**src/rtl/ac_motor_ramp_ctrl.sv**
```systemverilog
// Run/direction/target sequencer for the AC motor driver: rate-limited frequency ramp,
// V/f amplitude, dead-timed reversal and latched overcurrent fault with cooldown.
module ac_motor_ramp_ctrl #(
    parameter int DEAD_TIME = 1000,
    parameter int OC_COUNT  = 4,
    parameter int COOLDOWN  = 50000,
    parameter int AMP_BOOST = 64,
    parameter int AMP_SHIFT = 0
) (
    input  logic        clk,
    input  logic        reset_n,
    input  logic        run,
    input  logic        dir_req,
    input  logic [11:0] freq_target,
    input  logic [15:0] ramp_div,
    input  logic [11:0] adc,
    input  logic [11:0] adc_cmp,
    input  logic        adc_latch,
    input  logic        fault_clr,
    output logic        enable,
    output logic        cw,
    output logic        ccw,
    output logic [11:0] frequency,
    output logic [11:0] amplitude,
    output logic [2:0]  state,
    output logic        fault,
    output logic        at_speed
);

    typedef enum logic [2:0] {
        IDLE     = 3'd0,
        RAMP     = 3'd1,
        RUN      = 3'd2,
        STOPPING = 3'd3,
        DEAD     = 3'd4,
        FAULT    = 3'd5
    } state_t;

    localparam int DEAD_W = $clog2(DEAD_TIME + 1) + 1;
    localparam int COOL_W = $clog2(COOLDOWN + 1) + 1;
    localparam int OC_W   = $clog2(OC_COUNT + 1) + 1;
    localparam int AMP_W  = 19 + AMP_SHIFT;

    localparam logic [DEAD_W-1:0] DEAD_LAST = DEAD_W'((DEAD_TIME > 0) ? DEAD_TIME - 1 : 0);
    localparam logic [COOL_W-1:0] COOL_LAST = COOL_W'((COOLDOWN > 0) ? COOLDOWN - 1 : 0);
    localparam logic [OC_W-1:0]   OC_LIM    = OC_W'((OC_COUNT > 0) ? OC_COUNT : 1);
    localparam logic [AMP_W-1:0]  AMP_MAX   = AMP_W'(4095);

    state_t            state_reg, state_next;
    logic              dir_reg, dir_next;
    logic [11:0]       freq_reg, freq_next;
    logic [11:0]       amp_reg, amp_next;
    logic [15:0]       pre_reg, pre_next;
    logic [DEAD_W-1:0] dead_reg, dead_next;
    logic [COOL_W-1:0] cool_reg, cool_next;
    logic [OC_W-1:0]   oc_reg, oc_next;
    logic              latch_d_reg;

    logic              ramping;
    logic              driving;
    logic              tick;
    logic              stop_req;
    logic              latch_rise;
    logic              oc_trip;
    logic [15:0]       div_last;
    logic [AMP_W-1:0]  amp_sum;

    assign ramping    = (state_reg == RAMP) || (state_reg == STOPPING);
    assign driving    = ramping || (state_reg == RUN);
    assign div_last   = (ramp_div == 16'd0) ? 16'd0 : ramp_div - 16'd1;
    // >= rather than == so a ramp_div shrink mid-count cannot skip the terminal count
    assign tick       = ramping && (pre_reg >= div_last);
    assign stop_req   = !run || (freq_target == 12'd0) || (dir_req != dir_reg);
    assign latch_rise = adc_latch && !latch_d_reg;
    assign amp_sum    = AMP_W'(AMP_BOOST) + (AMP_W'(freq_reg) << AMP_SHIFT);

    always_comb begin
        oc_next = oc_reg;
        if (!driving) begin
            oc_next = '0;
        end else if (latch_rise) begin
            if (adc > adc_cmp) begin
                oc_next = (oc_reg >= OC_LIM) ? oc_reg : oc_reg + OC_W'(1);
            end else begin
                oc_next = '0;
            end
        end
    end

    assign oc_trip = driving && (oc_next >= OC_LIM);

    always_comb begin
        state_next = state_reg;
        dir_next   = dir_reg;
        freq_next  = freq_reg;
        case (state_reg)
            IDLE: begin
                freq_next = 12'd0;
                if (run && (freq_target != 12'd0)) begin
                    state_next = RAMP;
                    dir_next   = dir_req;
                end
            end
            RAMP: begin
                if (stop_req) begin
                    state_next = STOPPING;
                end else if (freq_reg == freq_target) begin
                    state_next = RUN;
                end else if (tick) begin
                    freq_next = (freq_reg < freq_target) ? freq_reg + 12'd1 : freq_reg - 12'd1;
                end
            end
            RUN: begin
                if (stop_req) begin
                    state_next = STOPPING;
                end else if (freq_target != freq_reg) begin
                    state_next = RAMP;
                end
            end
            STOPPING: begin
                if (freq_reg == 12'd0) begin
                    state_next = DEAD;
                end else if (tick) begin
                    freq_next = freq_reg - 12'd1;
                end
            end
            DEAD: begin
                freq_next = 12'd0;
                if (dead_reg >= DEAD_LAST) begin
                    state_next = IDLE;
                end
            end
            FAULT: begin
                freq_next = 12'd0;
                if ((cool_reg >= COOL_LAST) && fault_clr && !run) begin
                    state_next = IDLE;
                end
            end
            default: begin
                state_next = IDLE;
                freq_next  = 12'd0;
            end
        endcase
        // Overcurrent beats every other transition, including a pending stop
        if (oc_trip) begin
            state_next = FAULT;
            freq_next  = 12'd0;
        end
    end

    always_comb begin
        pre_next = 16'd0;
        if ((state_next == state_reg) && ramping) begin
            pre_next = tick ? 16'd0 : pre_reg + 16'd1;
        end
        dead_next = ((state_reg == DEAD) && (state_next == DEAD)) ? dead_reg + DEAD_W'(1) : '0;
        cool_next = '0;
        if (state_reg == FAULT) begin
            cool_next = (cool_reg >= COOL_LAST) ? cool_reg : cool_reg + COOL_W'(1);
        end
        // Amplitude trails frequency by one cycle but drops at once on fault entry
        if ((freq_reg == 12'd0) || (state_next == FAULT)) begin
            amp_next = 12'd0;
        end else if (amp_sum > AMP_MAX) begin
            amp_next = 12'hFFF;
        end else begin
            amp_next = amp_sum[11:0];
        end
    end

    always_ff @(posedge clk) begin
        if (!reset_n) begin
            state_reg   <= IDLE;
            dir_reg     <= 1'b0;
            freq_reg    <= 12'd0;
            amp_reg     <= 12'd0;
            pre_reg     <= 16'd0;
            dead_reg    <= '0;
            cool_reg    <= '0;
            oc_reg      <= '0;
            latch_d_reg <= 1'b0;
        end else begin
            state_reg   <= state_next;
            dir_reg     <= dir_next;
            freq_reg    <= freq_next;
            amp_reg     <= amp_next;
            pre_reg     <= pre_next;
            dead_reg    <= dead_next;
            cool_reg    <= cool_next;
            oc_reg      <= oc_next;
            latch_d_reg <= adc_latch;
        end
    end

    assign enable    = driving;
    assign cw        = driving && !dir_reg;
    assign ccw       = driving && dir_reg;
    assign frequency = freq_reg;
    assign amplitude = amp_reg;
    assign state     = state_reg;
    assign fault     = (state_reg == FAULT);
    assign at_speed  = (state_reg == RUN);

endmodule

```
**config.mk**
```make
export PLATFORM = sky130hd
export DESIGN_NAME = ac_motor_ramp_ctrl
export DESIGN_NICKNAME = d
export VERILOG_FILES = /design/src/rtl/ac_motor_ramp_ctrl.sv
export SDC_FILE = /design/constraint.sdc
export NUM_CORES = 1
export LEC_CHECK = 0
export ABC_AREA = 1
export BUFFER_PORTS_ARGS = -buffer_cell sky130_fd_sc_hd__clkbuf_2
export CAP_MARGIN = 20
export CORE_MARGIN = 8
export CORE_UTILIZATION = 56
export DETAILED_ROUTE_END_ITERATION = 7
export PLACE_DENSITY = 0.83
export RECOVER_POWER = 25
export REMOVE_ABC_BUFFERS = 1
export SKIP_LAST_GASP = 1
export SYNTH_ARGS = -nofsm -noshare
export SYNTH_HDL_FRONTEND = slang
export SYNTH_SLANG_ARGS = --single-unit
export TNS_END_PERCENT = 5
```
**constraint.sdc**
```tcl
create_clock -name clk -period 3.46 [get_ports clk]
set_input_delay 0.173 -clock clk [delete_from_list [all_inputs] [get_ports clk]]
set_output_delay 0.173 -clock clk [all_outputs]
set_load 0.02 [all_outputs]
```
# ---- Yosys cells after proc, flatten, opt, wreduce, memory -nomap -nowiden
# Index checks and enable logic that the tools add are counted.
dict set report totals {
  mem_bits_ro 0
  regBits 77
  out_inout_bits 32
  wordCells 97
  mem_count 0
  mem_bits_rw 0
  latch_bits 0
}
dict set report op_classes {
  n_bitwise 3
  n_mul 0
  addsub 8
  n_shift 0
  n_lt_le_gt_ge 8
  reduce_logical 30
  div 0
  n_eq_ne 16
  mux 23
}
# operator count
set ops {}
lappend ops {{2-to-1 mux 12 bit} 7}
lappend ops {{one-hot mux 12 bit (3 select lines)} 1}
lappend ops {{2-to-1 mux 3 bit} 9}
lappend ops {{zero test 12 bit} 2}
lappend ops {{one-hot mux 3 bit (6 select lines)} 1}
lappend ops {{adder 17 x 1 -> 17 bit (second input constant)} 1}
lappend ops {{>= comparator 17 x 16 -> 1 bit (second input constant)} 1}
lappend ops {{adder 16 x 1 -> 16 bit (second input constant)} 1}
lappend ops {{>= comparator 16 bit} 1}
lappend ops {{zero test 16 bit} 1}
lappend ops {{2-to-1 mux 16 bit} 1}
lappend ops {{2-to-1 mux 4 bit} 4}
lappend ops {{subtractor 16 x 1 -> 16 bit (second input constant)} 1}
lappend ops {{adder 7 x 12 -> 13 bit (first input constant)} 1}
lappend ops {{greater-than comparator 13 x 12 -> 1 bit (second input constant)} 1}
lappend ops {{adder 12 x 1 -> 12 bit (second input constant)} 1}
lappend ops {{== test 12 bit} 1}
lappend ops {{== test 3 bit (second input constant)} 4}
lappend ops {{greater-than comparator 12 bit} 1}
lappend ops {{< comparator 12 bit} 1}
lappend ops {{!= test 12 bit} 1}
lappend ops {{nonzero test 12 bit} 1}
lappend ops {{subtractor 12 x 1 -> 12 bit (second input constant)} 1}
lappend ops {{adder 11 x 1 -> 11 bit (second input constant)} 1}
lappend ops {{17 further kinds} 43}

# ---- Depth between registers and ports, before layout
# Gate-level depths: netlist of the first run.
dict set report logic_depth {
  word_depth 12
  depth_mapped 22
  mapped_depth_nobuf 21
}

# ---- Worst setup path after synthesis of the first run
# OpenSTA, ideal clock, no wires.
dict set report synth_path {
  path_type {in2reg}
  from {input ramp_div[5]}
  to {register freq_reg[8] (netlist: frequency[8])}
  n_path_buf 1
  arrival_ps 2603
  cell_stages 22
  slack_ps 740
  required_time_ps 3343
  path_cell_list {nor2_1 > nand3_1 > nor3_1 > nand2_1 > nor2_1 > nand2_1 > inv_1 > nand4_1 > or2_2 > nand3_1 > ha_1 > nand2_1 > inv_1 > nand3_1 > inv_1 > a21oi_1 > nand3_1 > o21ai_2 > buf_2 > nand2_1 > nand2_1 > nor2_1}
}
dict set report synth_between {
  elab_chain_cells 6
  word_cells_on_any_way 8
  cone_classes {add/sub (1); order compare (1); eq/ne (2); mux (1); reduce/logical (3)}
}
# item line_no
set synth_rtl {}
lappend synth_rtl {{start, declared} 15} ;# input logic [15:0] ramp_div,
lappend synth_rtl {{subtractor 16 x 1 -> 16 bit or zero test 16 bit (tied branches)} 70} ;# assign div_last = (ramp_div == 16'd0) ? 16'd0 : ramp_div - 16'd1;
lappend synth_rtl {{2-to-1 mux 16 bit *} 70}
lappend synth_rtl {{>= comparator 16 bit *} 72} ;# assign tick = ramping && (pre_reg >= div_last);
lappend synth_rtl {{logical AND 1 bit *} 72}
lappend synth_rtl {{!= test 2 bit (no line)} n/a}
lappend synth_rtl {{AND reduction 6 bit (no line) *} n/a}
lappend synth_rtl {{end signal, assigned} 185} ;# freq_reg <= freq_next;
lappend synth_rtl {{end, declared} 51} ;# logic [11:0] freq_reg, freq_next;
# Mark *: on every way between the ends. The rest lies on a longest branch, timed or not.
# A chain may end at the register's enable or synchronous reset.

# ---- Final worst setup path of the first run
dict set report layout_path {
  from {input ramp_div[4]}
  to {register pre_reg[15]}
}
dict set report layout_between {
  elab_chain_cells 5
  word_cells_on_any_way 6
  cone_classes {add/sub (1); order compare (1); mux (1); reduce/logical (3)}
}
# item line_no
set layout_rtl {}
lappend layout_rtl {{subtractor 16 x 1 -> 16 bit or zero test 16 bit (tied branches)} 70}
lappend layout_rtl {{2-to-1 mux 16 bit *} 70}
lappend layout_rtl {{>= comparator 16 bit *} 72}
lappend layout_rtl {{logical AND 1 bit *} 72}
lappend layout_rtl {{OR reduction 3 bit (no line) *} n/a}
lappend layout_rtl {{end signal, assigned} 187} ;# pre_reg <= pre_next;
lappend layout_rtl {{end, declared} 53} ;# logic [15:0] pre_reg, pre_next;
# Marked as above.

==> results of run 1 <==
==> critical path: cells and delay by family <==
family	cells	cell delay (ns)
AND/OR/NAND/NOR	15	2.32
buffers and inverters	4	0.27
adder cells (fa/ha/maj)	1	0.25
AO/OA/AOI/OAI	1	0.13
==> cell families (layout without fill, tap and decap cells) <==
group / Yosys count / count (layout) / synth area share, %
simple gates: 467 / 467 / 37.10
buf+inv: 135 / 234 / 9.617
flops: 77 / 77 / 27.11
compound gates: 76 / 76 / 7.108
fa+ha+maj: 52 / 52 / 11.44
xor+xnor: 49 / 49 / 7.548
other cells: 1 / 1 / 0.06596
==> final timing paths <==
kind | from | depth (start not counted) | to
worst max-delay path | ramp_div[4] | 21 | pre_reg[15]
worst min-delay path | reset_n | 3 | latch_d_reg
worst max register to register | frequency[6] | 13 | pre_reg[15]
worst min register to register | dead_reg[0] | 1 | dead_reg[0]
==> synth_stat cells, drive strengths merged <==
library cell / count
a21boi: 1
a21o: 1
a21oi: 35
a31oi: 2
and2: 1
buf: 8
clkbuf: 3
conb: 1
dfxtp: 77
ha: 52
inv: 124
nand2: 194
nand3: 60
nand3b: 1
nand4: 12
nor2: 154
nor3: 26
nor3b: 4
nor4: 5
o211ai: 1
o21a: 2
o21ai: 31
o21bai: 1
o22ai: 2
or2: 10
xnor2: 11
xor2: 38
==> power by group through the flow <==
| stage | clock network (mW) | logic [mW] | registers (mW) |
|---|---|---|---|
| finish | 0.781 | 1.81 | 1.18 |
| global route | 0.833 | 2.04 | 1.19 |
| CTS | 0.800 | 1.82 | 1.17 |
| detailed placement | 0 | 1.81 | 1.19 |
| global placement | 0 | 1.78 | 1.19 |
| floorplan | 0 | 1.18 | 1.29 |
==> final cells by class <==
class	count	area (sq um)
Fill cell	916	3361
Tap cell	133	166.4
Timing Repair Buffer	94	456.7
Clock buffer	9	123.9
Sequential cell	77	1541
Inverter	124	467.9
Clock inverter	7	105.1
Multi-Input combinational cell	645	3597
==> through the flow <==
stage          instance area, sq um  util (%)  std cells  setup WS, ns  hold slack (ns)
6_report                       6459     65.77       1089        0.6088          0.09502
5_1_grt                        6459     65.77       1089       0.04513          0.09793
4_1_cts                        6487     66.07       1089        0.5900          0.08058
3_5_place_dp                   6248     63.63       1072        0.2010           0.3800
3_3_place_gp                   6248     63.63       1072        0.3017           0.3734
2_1_floorplan                  5607         -        846        0.5467           0.2665
==> metal layers <==
layer / share of wire (%) / up-vias / track usage, %
met4: 1.5 / 0 / 7.679
met3: 7.3 / 11 / 3.154
met5: 0 / - / 0
met1: 47 / 2371 / 26.71
met2: 44 / 180 / 32.75
li1: - / 2907 / -
==> layout by cell type (no fill, tap or decap), types with 2 or more instances in the layout <==
master	Yosys	routed
nand4_1	11	11
nor2_2	14	14
a21oi_1	35	35
o22ai_1	2	2
inv_1	121	121
nand2_1	187	187
o21ai_0	29	29
nor2_4	11	11
clkbuf_8	0	9
clkbuf_1	3	23
a31oi_1	2	2
nor3b_1	4	4
dfxtp_1	77	77
xnor2_1	11	11
nand2_2	6	6
inv_6	0	2
buf_4	0	4
bufinv_16	0	2
or2_2	10	10
inv_2	2	2
ha_1	52	52
clkbuf_2	0	66
o21a_1	2	2
xor2_1	38	38
nor3_1	25	25
nor4_1	5	5
nand3_1	60	60
nor2_1	129	129
==> qor.yml, run 1 <==
cts:
  cts_root_buffer: "clkbuf_8"
  cts_resized: 0
  clockBufferDepth: 2
  cts.sinks: 77
  cts_buffers: 9
  worstSkewPairLatency_ns: 0.37
  tritoncts: "built"
  clkTransAtPathRegs_ns: 0.08
  post_cts_buffers: 0
  ctsHoldBuffers: 1
  h-tree-depth: 3
detailed_routing:
  num_vias: 5469
  firstDrtPassIters: 5
  drt_iter0_drc: 364
  wl_per_cell_microns: 12.31
  postRouteAntennaNets: 0
  routed_wl_microns: 13410
  drc: 0
  routed_via_density: 5.022
floorplan:
  design.die.area_sq_mm: 0.01363
  initial_core_util_pct: 57.90
  die_w_microns: 116.8
  fp.dieH_microns: 116.8
  rows: 36
  io_pins: 90
  coreArea_sq_mm: 0.009819
synthesis:
  synth_top_area_share_pct: 27.11
  synth_area_sq_mm: 0.005685
  synth_seq_cells: 77
  yosys.area.top_type: "dfxtp_1"
  yosysSeqAreaShare_pct: 27.11
  syn_inst: 857
  synth_area_leaders: "dfxtp_1, nand2_1, ha_1"
  synth.avg_cell_area_sq_um: 6.634
  ys_types: 39
  ys_warn_count: 0
sta:
  final.setup_skew_ns: 0.01047
  fin_crit_sh_pct: 82.40
  relSlewSlack_pct: 62.34
  rsz0062_at_grt: "false"
  slew_violations: 0
  fin_crit_ns: 2.851
  fin_setup_tns_ns: 0
  hold_violations: 0
  fmax_mhz: 350.7
  finalSetupViolCount: 0
  tightestPinTransition_ns: 0.5606
global_routing:
  grt_pass1_wl_microns: 22520
  grt_overflow_total: 0
  grt_antenna_before_repair: 0
  grt_max_degree: 24
  grt_pass1_vias: 5095
  grt_usage_pct: 20.32
setup_path:
  cp_slowest_stage_delay_ns: 0.40
  cp_slowest_cell: "nand4_4"
  r2r_slack_ns: 1.02
  crit_type: "in2reg"
  arrival_ns: 3.14
  endpoint_kind: "flip-flop"
  crit_fanout: 16
  required_ns: 3.75
  crit_path_start_kind: "primary input"
  path_cells: "clkbuf_2, nor2_1, nand3_1, nor3_1, nand2_1, nor2_1, nand2_1, inv_1, nand4_1, or2_2, nand3_1, ha_1, nand2_1, inv_1, nand3_1, inv_1, a21oi_1, nand3_1, nand2_1, nand4_4, nor2_1"
layout:
  area_growth_pct: 13.60
  antenna_cells: 0
  largest_reg_flops: 17
  drive_gt1_share_pct: 14.02
  layout.nets: 1061
worst_hold_path:
  min_path_type: "in2reg"
power_and_ir_drop:
  swShare_pct: 45.91
  p_comb_share_pct: 48.0
  p_int_mw: 2.038
  p_seq_share_pct: 31.2
  leakage_nw: 3.104
  peakVddDrop_mv: 0.4244
  p_clk_share_pct: 20.7
  total_power_mw: 3.768
  switching_power_mw: 1.730
  powerDensity_mw_per_mm2: 583.4
status:
  status: "complete, no violations"
placed_design:
  io_buffers: 89
  place_hpwl_microns: 10810
  gp_congestion: 0.9199
flow_run:
  cap_violations: 0
Power figures use the tool's default switching activity.
==> run 2: changes to the inputs <==
- clock period: 3.46 -> 2.73 ns (I/O delays scaled with it)
==> qor.yml, run 2 (synthesis gave the netlist of run 1 again) <==
global_routing:
  grt_pass1_vias: 5218  # +2.4%
  grt_max_degree: 24  # unchanged
  grt_overflow_total: 0  # unchanged
  grt_usage_pct: 20.88  # +0.56 points
  grt_antenna_before_repair: 0  # unchanged
  grt_pass1_wl_microns: 23120  # +2.6%
detailed_routing:
  postRouteAntennaNets: 0  # unchanged
  drc: 0  # unchanged
  num_vias: 5691  # +4.1%
  routed_wl_microns: 14070  # +4.9%
  drt_iter0_drc: 349  # -4.1%
  routed_via_density: 5.118  # +1.9%
  firstDrtPassIters: 6  # +1
  wl_per_cell_microns: 12.65  # +2.8%
worst_hold_path:
  min_path_type: "in2reg"
  hp-start: "reset_n"
cts:
  clkTransAtPathRegs_ns: 0.08  # about the same
  tritoncts: "built"
  cts_buffers: 9  # unchanged
  cts.sinks: 77  # unchanged
  clockBufferDepth: 2  # unchanged
  h-tree-depth: 3  # unchanged
  cts_root_buffer: "clkbuf_8"
  worstSkewPairLatency_ns: 0.35  # -0.02 ns
  post_cts_buffers: 0  # unchanged
layout:
  largest_reg_flops: 17  # unchanged
  final_common_cell: "nand2_1"
  area_growth_pct: 18.66
  num-fill-cells: 900  # -1.7%
  layout_common_cells: "nand2_1, nor2_1, inv_1"
  final_cell_area_sq_mm: 0.006746  # +4.5%
  antenna_cells: 0  # unchanged
  drive_gt1_share_pct: 17.16  # +3.1 points
  multiInputGateArea_sq_mm: 0.003664  # +1.8%
  regArea_sq_mm: 0.001541  # unchanged
  layout.nets: 1084  # +2.2%
placed_design:
  gp_congestion: 0.9465  # +2.9%
  place_hpwl_microns: 11100  # +2.6%
  placed_cell_area_sq_mm: 0.006444  # +3.1%
  io_buffers: 89  # unchanged
  dp_slack_ns: -0.1235  # -0.3244 ns
setup_path:
  cp_slowest_stage_delay_ns: 0.27  # -0.13 ns
  required_ns: 2.98  # -0.77 ns
  endpoint_kind: "flip-flop"
  crit_type: "in2reg"
  crit_path_start_kind: "primary input"
  arrival_ns: 2.77  # -0.37 ns
  path_common_cell: "nand2_1"
  crit_fanout: 6  # -10
  r2r-start: "frequency[1]"
  crit_start: "ramp_div[4]"
  critPathTopFamily: "simple AND/OR/NAND/NOR gates"
  cp_slowest_cell: "o21ai_4"
  path_cells: "clkbuf_2, nor2_2, nand3_1, nor3_2, nand2_1, nor2_2, nand2_2, inv_1, nand4_1, or2_4, nand3_2, ha_4, a21oi_1, o21ai_1, a21oi_2, nand3_2, o21ai_4, clkbuf_16, nand2_1, nand2_1, nor2_1"
  crit_buf_inv: 3  # -1
sta:
  finalSetupViolCount: 0  # unchanged
  fin_setup_tns_ns: 0  # unchanged
  fmax_mhz: 396.0
  fin_crit_ns: 2.525
  tightestPinTransition_ns: 0.5884  # +0.02771 ns
  slew_violations: 0  # unchanged
  fin_crit_sh_pct: 92.50
  relSlewSlack_pct: 60.47  # -1.9 points
  final.setup_skew_ns: 0.01139  # +0.0009284 ns
  layout_setup_ws_ns: 0.2049  # -0.4039 ns
  hold_violations: 0  # unchanged
floorplan:
  io_pins: 90  # unchanged
  coreArea_sq_mm: 0.009819  # unchanged
  die_w_microns: 116.8  # unchanged
  design.die.area_sq_mm: 0.01363  # unchanged
  rows: 36  # unchanged
  initial_core_util_pct: 57.90  # unchanged
  fp.dieH_microns: 116.8  # unchanged
status:
  status: "complete, no violations"
power_and_ir_drop:
  peakVddDrop_mv: 0.6506  # +53%
  leakage_nw: 3.242  # +4.4%
  powerDensity_mw_per_mm2: 739.9  # +27%
  total_power_mw: 4.991  # +32%
flow_run:
  cap_violations: 0  # unchanged
-- run 2: changes by cell type in the layout (fill, tap and decap cells not counted), moves of 3 or more --
cell,delta
nand3_2,+3
nand3_1,-3
nor2_2,+3
buf_4,+18
nor3_2,+3
nor2_1,-3
nor3_1,-3
buf_12,+3
-- run 2: metrics by stage --
step,hold slack [ns],instances,utilization [%]
detailed placement,0.3359,1093,65.62
finish,0.07460,1112,68.71
global route,0.07321,1112,68.71
CTS,0.05594,1110,67.84
global placement,0.3337,1093,65.62
floorplan,0.2300,846,-
-- run 2: per-layer routing --
layer	vias up	routed length, microns	GRT usage, %
met1	2537	6432	27.19
met4	0	256	6.741
met5	-	0	0
met3	20	1004	2.534
li1	2952	-	-
met2	182	6375	35.01
-- run 2: area by class of cell --
cell class	instances	area share (%)
flip-flops and latches	77	22.85
repair buffers	117	10.37
clock inverters	6	1.039
inverters	124	6.936
well taps	133	2.467
clock buffers	10	2.040
multi-input cells	645	54.30
-- run 2: power by group --
group          switching [mW]  leakage (nW)  total [mW]  internal [mW]
registers               0.170         0.625        1.45           1.28
logic                    1.67          2.52        2.64          0.962
clock network           0.456        0.0951       0.908          0.452
-- run 2: path summary, 6_finish.rpt --
kind | end | slack (ns) | depth (start not counted)
worst min register to register | dead_reg[0] | 0.46 | 1
worst min-delay path | latch_d_reg | 0.07 | 3
worst max-delay path | frequency[8] | 0.20 | 21
worst max register to register | frequency[8] | 0.30 | 13
-- run 2: worst min-delay path: cells and delay by family --
family	cells	cell delay, ns
buffers and inverters	2	0.17
and+or+nand+nor	1	0.08
-- run 2: repair_timing --
action                     in CTS  in global routing
gates resized for setup         0                 16
setup endpoints to repair       0                 28
hold endpoints to repair        1                  0
hold buffers                    1                  0
==> run 3: changes to the inputs <==
- ABC_AREA: 1 -> not set
- PLACE_DENSITY: 0.83 -> 0.84
- clock period: 2.73 -> 2.4 ns (I/O delays scaled with it)
==> qor.yml, run 3 <==
status:
  status: "finished, violations left"
  violations: "negative setup slack"
setup_path:
  r2r-start: "frequency[9]"
  path_cells: "buf_6, or4_4, nor4_4, nand2b_1, nor2_2, nand4b_1, buf_6, buf_8, nand2_4, ha_4, a21oi_4, o211ai_1, a21oi_2, a21oi_4, buf_6, nand2_4, and2_1, o311a_1"
  endpoint_kind: "flip-flop"
  critPathTopFamily: "simple AND/OR/NAND/NOR gates"
  crit_path_start_kind: "primary input"
  crit_buf_inv: 4  # +1
  crit_fanout: 7  # +1
  cp_slowest_stage_delay_ns: 0.55  # +0.28 ns
  cp_slowest_cell: "or4_4"
  required_ns: 2.65  # -0.33 ns
  crit_type: "in2reg"
  arrival_ns: 3.34  # +0.57 ns
  crit_start: "ramp_div[9]"
  path_common_cell: "buf_6"
power_and_ir_drop:
  powerDensity_mw_per_mm2: 550.8  # -26%
  peakVddDrop_mv: 0.4859  # -25%
  leakage_nw: 2.930  # -9.6%
layout:
  antenna_cells: 0  # unchanged
  area_growth_pct: 28.95
  layout_common_cells: "dfxtp_1, clkbuf_2, buf_4"
  largest_reg_flops: 17  # unchanged
  post-route-util_pct: 72.92  # +4.2 points
  final_common_cell: "dfxtp_1"
  layout.nets: 891  # -18%
  drive_gt1_share_pct: 25.95  # +8.8 points
sta:
  fmax_mhz: 323.6
  layout_setup_ws_ns: -0.6903  # -0.8952 ns
  tightestPinTransition_ns: 0.5320  # -0.05637 ns
  hold_violations: 0  # unchanged
  slew_violations: 0  # unchanged
  fin_setup_tns_ns: -18.00  # -18.00 ns
  fin_crit_ns: 3.090
  relSlewSlack_pct: 64.16  # +3.7 points
  fin_crit_sh_pct: 128.8
  rsz0062_at_grt: "true"
  final.setup_skew_ns: 0.01146  # +0.00006590 ns
  finalSetupViolCount: 28  # +28
floorplan:
  fp.dieH_microns: 111.7  # -4.4%
  io_pins: 90  # unchanged
  rows: 35  # -2.8%
  coreArea_sq_mm: 0.009065  # -7.7%
  design.die.area_sq_mm: 0.01247  # -8.5%
  initial_core_util_pct: 56.55  # -1.4 points
  die_w_microns: 111.7  # -4.4%
synthesis:
  yosysSeqAreaShare_pct: 30.07  # +3.0 points
  ys_warn_count: 0  # unchanged
  ys_async_sr_fraction_pct: 0  # unchanged
  synth_top_area_share_pct: 30.07  # +3.0 points
  yosys.area.top_type: "dfxtp_1"
  ys_types: 65  # +67%
  syn_inst: 628  # -27%
  synth_area_leaders: "dfxtp_1, ha_1, xor2_1"
  synth_edf_count: 0  # unchanged
  synth.avg_cell_area_sq_um: 8.163  # +23%
  synth_seq_cells: 77  # unchanged
  synth_most_common_cell: "dfxtp_1"
  synthFlopType: "dfxtp_1"
  synth_common_cells: "dfxtp_1, nor2_1, nand2_1"
  synth_area_sq_mm: 0.005126  # -9.8%
global_routing:
  grt_max_degree: 18  # -25%
  grt_antenna_before_repair: 0  # unchanged
  grt_overflow_total: 0  # unchanged
  grt_usage_pct: 22.27  # +1.4 points
  grt_pass1_vias: 5067  # -2.9%
  grt_pass1_wl_microns: 23180  # +0.30%
detailed_routing:
  drc: 0  # unchanged
  firstDrtPassIters: 5  # -1
  routed_wl_microns: 14980  # +6.4%
  num_vias: 5317  # -6.6%
  wl_per_cell_microns: 16.69  # +32%
  routed_via_density: 5.928  # +16%
  drt_iter0_drc: 345  # -1.1%
  postRouteAntennaNets: 0  # unchanged
cts:
  cts_buffers: 9  # unchanged
  cts_root_buffer: "clkbuf_8"
  h-tree-depth: 3  # unchanged
  clkTransAtPathRegs_ns: 0.09  # about the same
  worstSkewPairLatency_ns: 0.37  # +0.02 ns
  clockBufferDepth: 2  # unchanged
  tritoncts: "built"
  cts.sinks: 77  # unchanged
flow_run:
  cap_violations: 0  # unchanged
placed_design:
  gp_congestion: 0.8627  # -8.9%
  place_hpwl_microns: 10920  # -1.7%
  dp_slack_ns: -1.336  # -1.212 ns
  io_buffers: 89  # unchanged
worst_hold_path:
  min_path_type: "in2reg"
  hp-start: "dir_req"
[run 3: final timing paths]
path	depth (start not counted)	slack, ns	end
min	3	0.06	dir_reg
max	18	-0.69	frequency[2]
max reg2reg	9	-0.21	frequency[2]
min reg2reg	1	0.49	dead_reg[0]
[run 3: layout make-up]
class / instances / area, sq um
inverters: 43 / 161.4
well taps: 111 / 138.9
flip-flops and latches: 77 / 1541
multi-input cells: 486 / 3535
fillers: 651 / 2455
clock buffers: 10 / 127.6
clock inverters: 6 / 93.84
repair buffers: 164 / 1012
[run 3: report_power, final]
part | internal, mW | leakage (nW) | switching [mW]
combinational | 0.505 | 2.20 | 0.684
sequential | 1.31 | 0.622 | 0.0274
clock | 0.595 | 0.107 | 0.515
total | 2.41 | 2.93 | 1.23
[run 3: logic make-up after synthesis]
kind of cell / Yosys count / synth area share, %
mux: 11 / 2.221
simple gates: 270 / 26.92
flops: 77 / 30.07
fa+ha+maj: 52 / 12.69
xor+xnor: 55 / 9.397
compound gates: 96 / 13.30
other cells: 1 / 0.07315
buf+inv: 66 / 5.321
[run 3: what timing repair did]
item | CTS | global route
gates resized for setup | 6 | 40
hold buffers | 1 | 0
setup endpoints to repair | 28 | 43
hold endpoints to repair | 1 | 0
buffers inserted | 0 | 9
pin swaps | 1 | 11
cloned | 0 | 2
[run 3: tightest hold or removal path, stage by stage]
cell and delay, ns:
clkbuf_2 0.11, mux2i_1 0.07, nor2b_1 0.09
[run 3: through the flow]
step	cell area, sq um	hold slack [ns]	cells	power [mW]
3_5_place_dp	6080	0.3775	869	2.406
3_3_place_gp	6080	0.3712	869	2.366
2_1_floorplan	5015	0.2375	605	1.968
4_1_cts	6344	0.05906	886	3.527
6_report	6610	0.06100	897	3.641
5_1_grt	6610	0.08148	897	3.792
[run 3: metal layers]
layer	GRT usage, %	share of wire [%]	up-vias
li1	-	-	2525
met4	6.928	2.6	0
met2	39.01	50	225
met3	5.844	8.0	53
met5	0	0	-
met1	25.85	39	2514
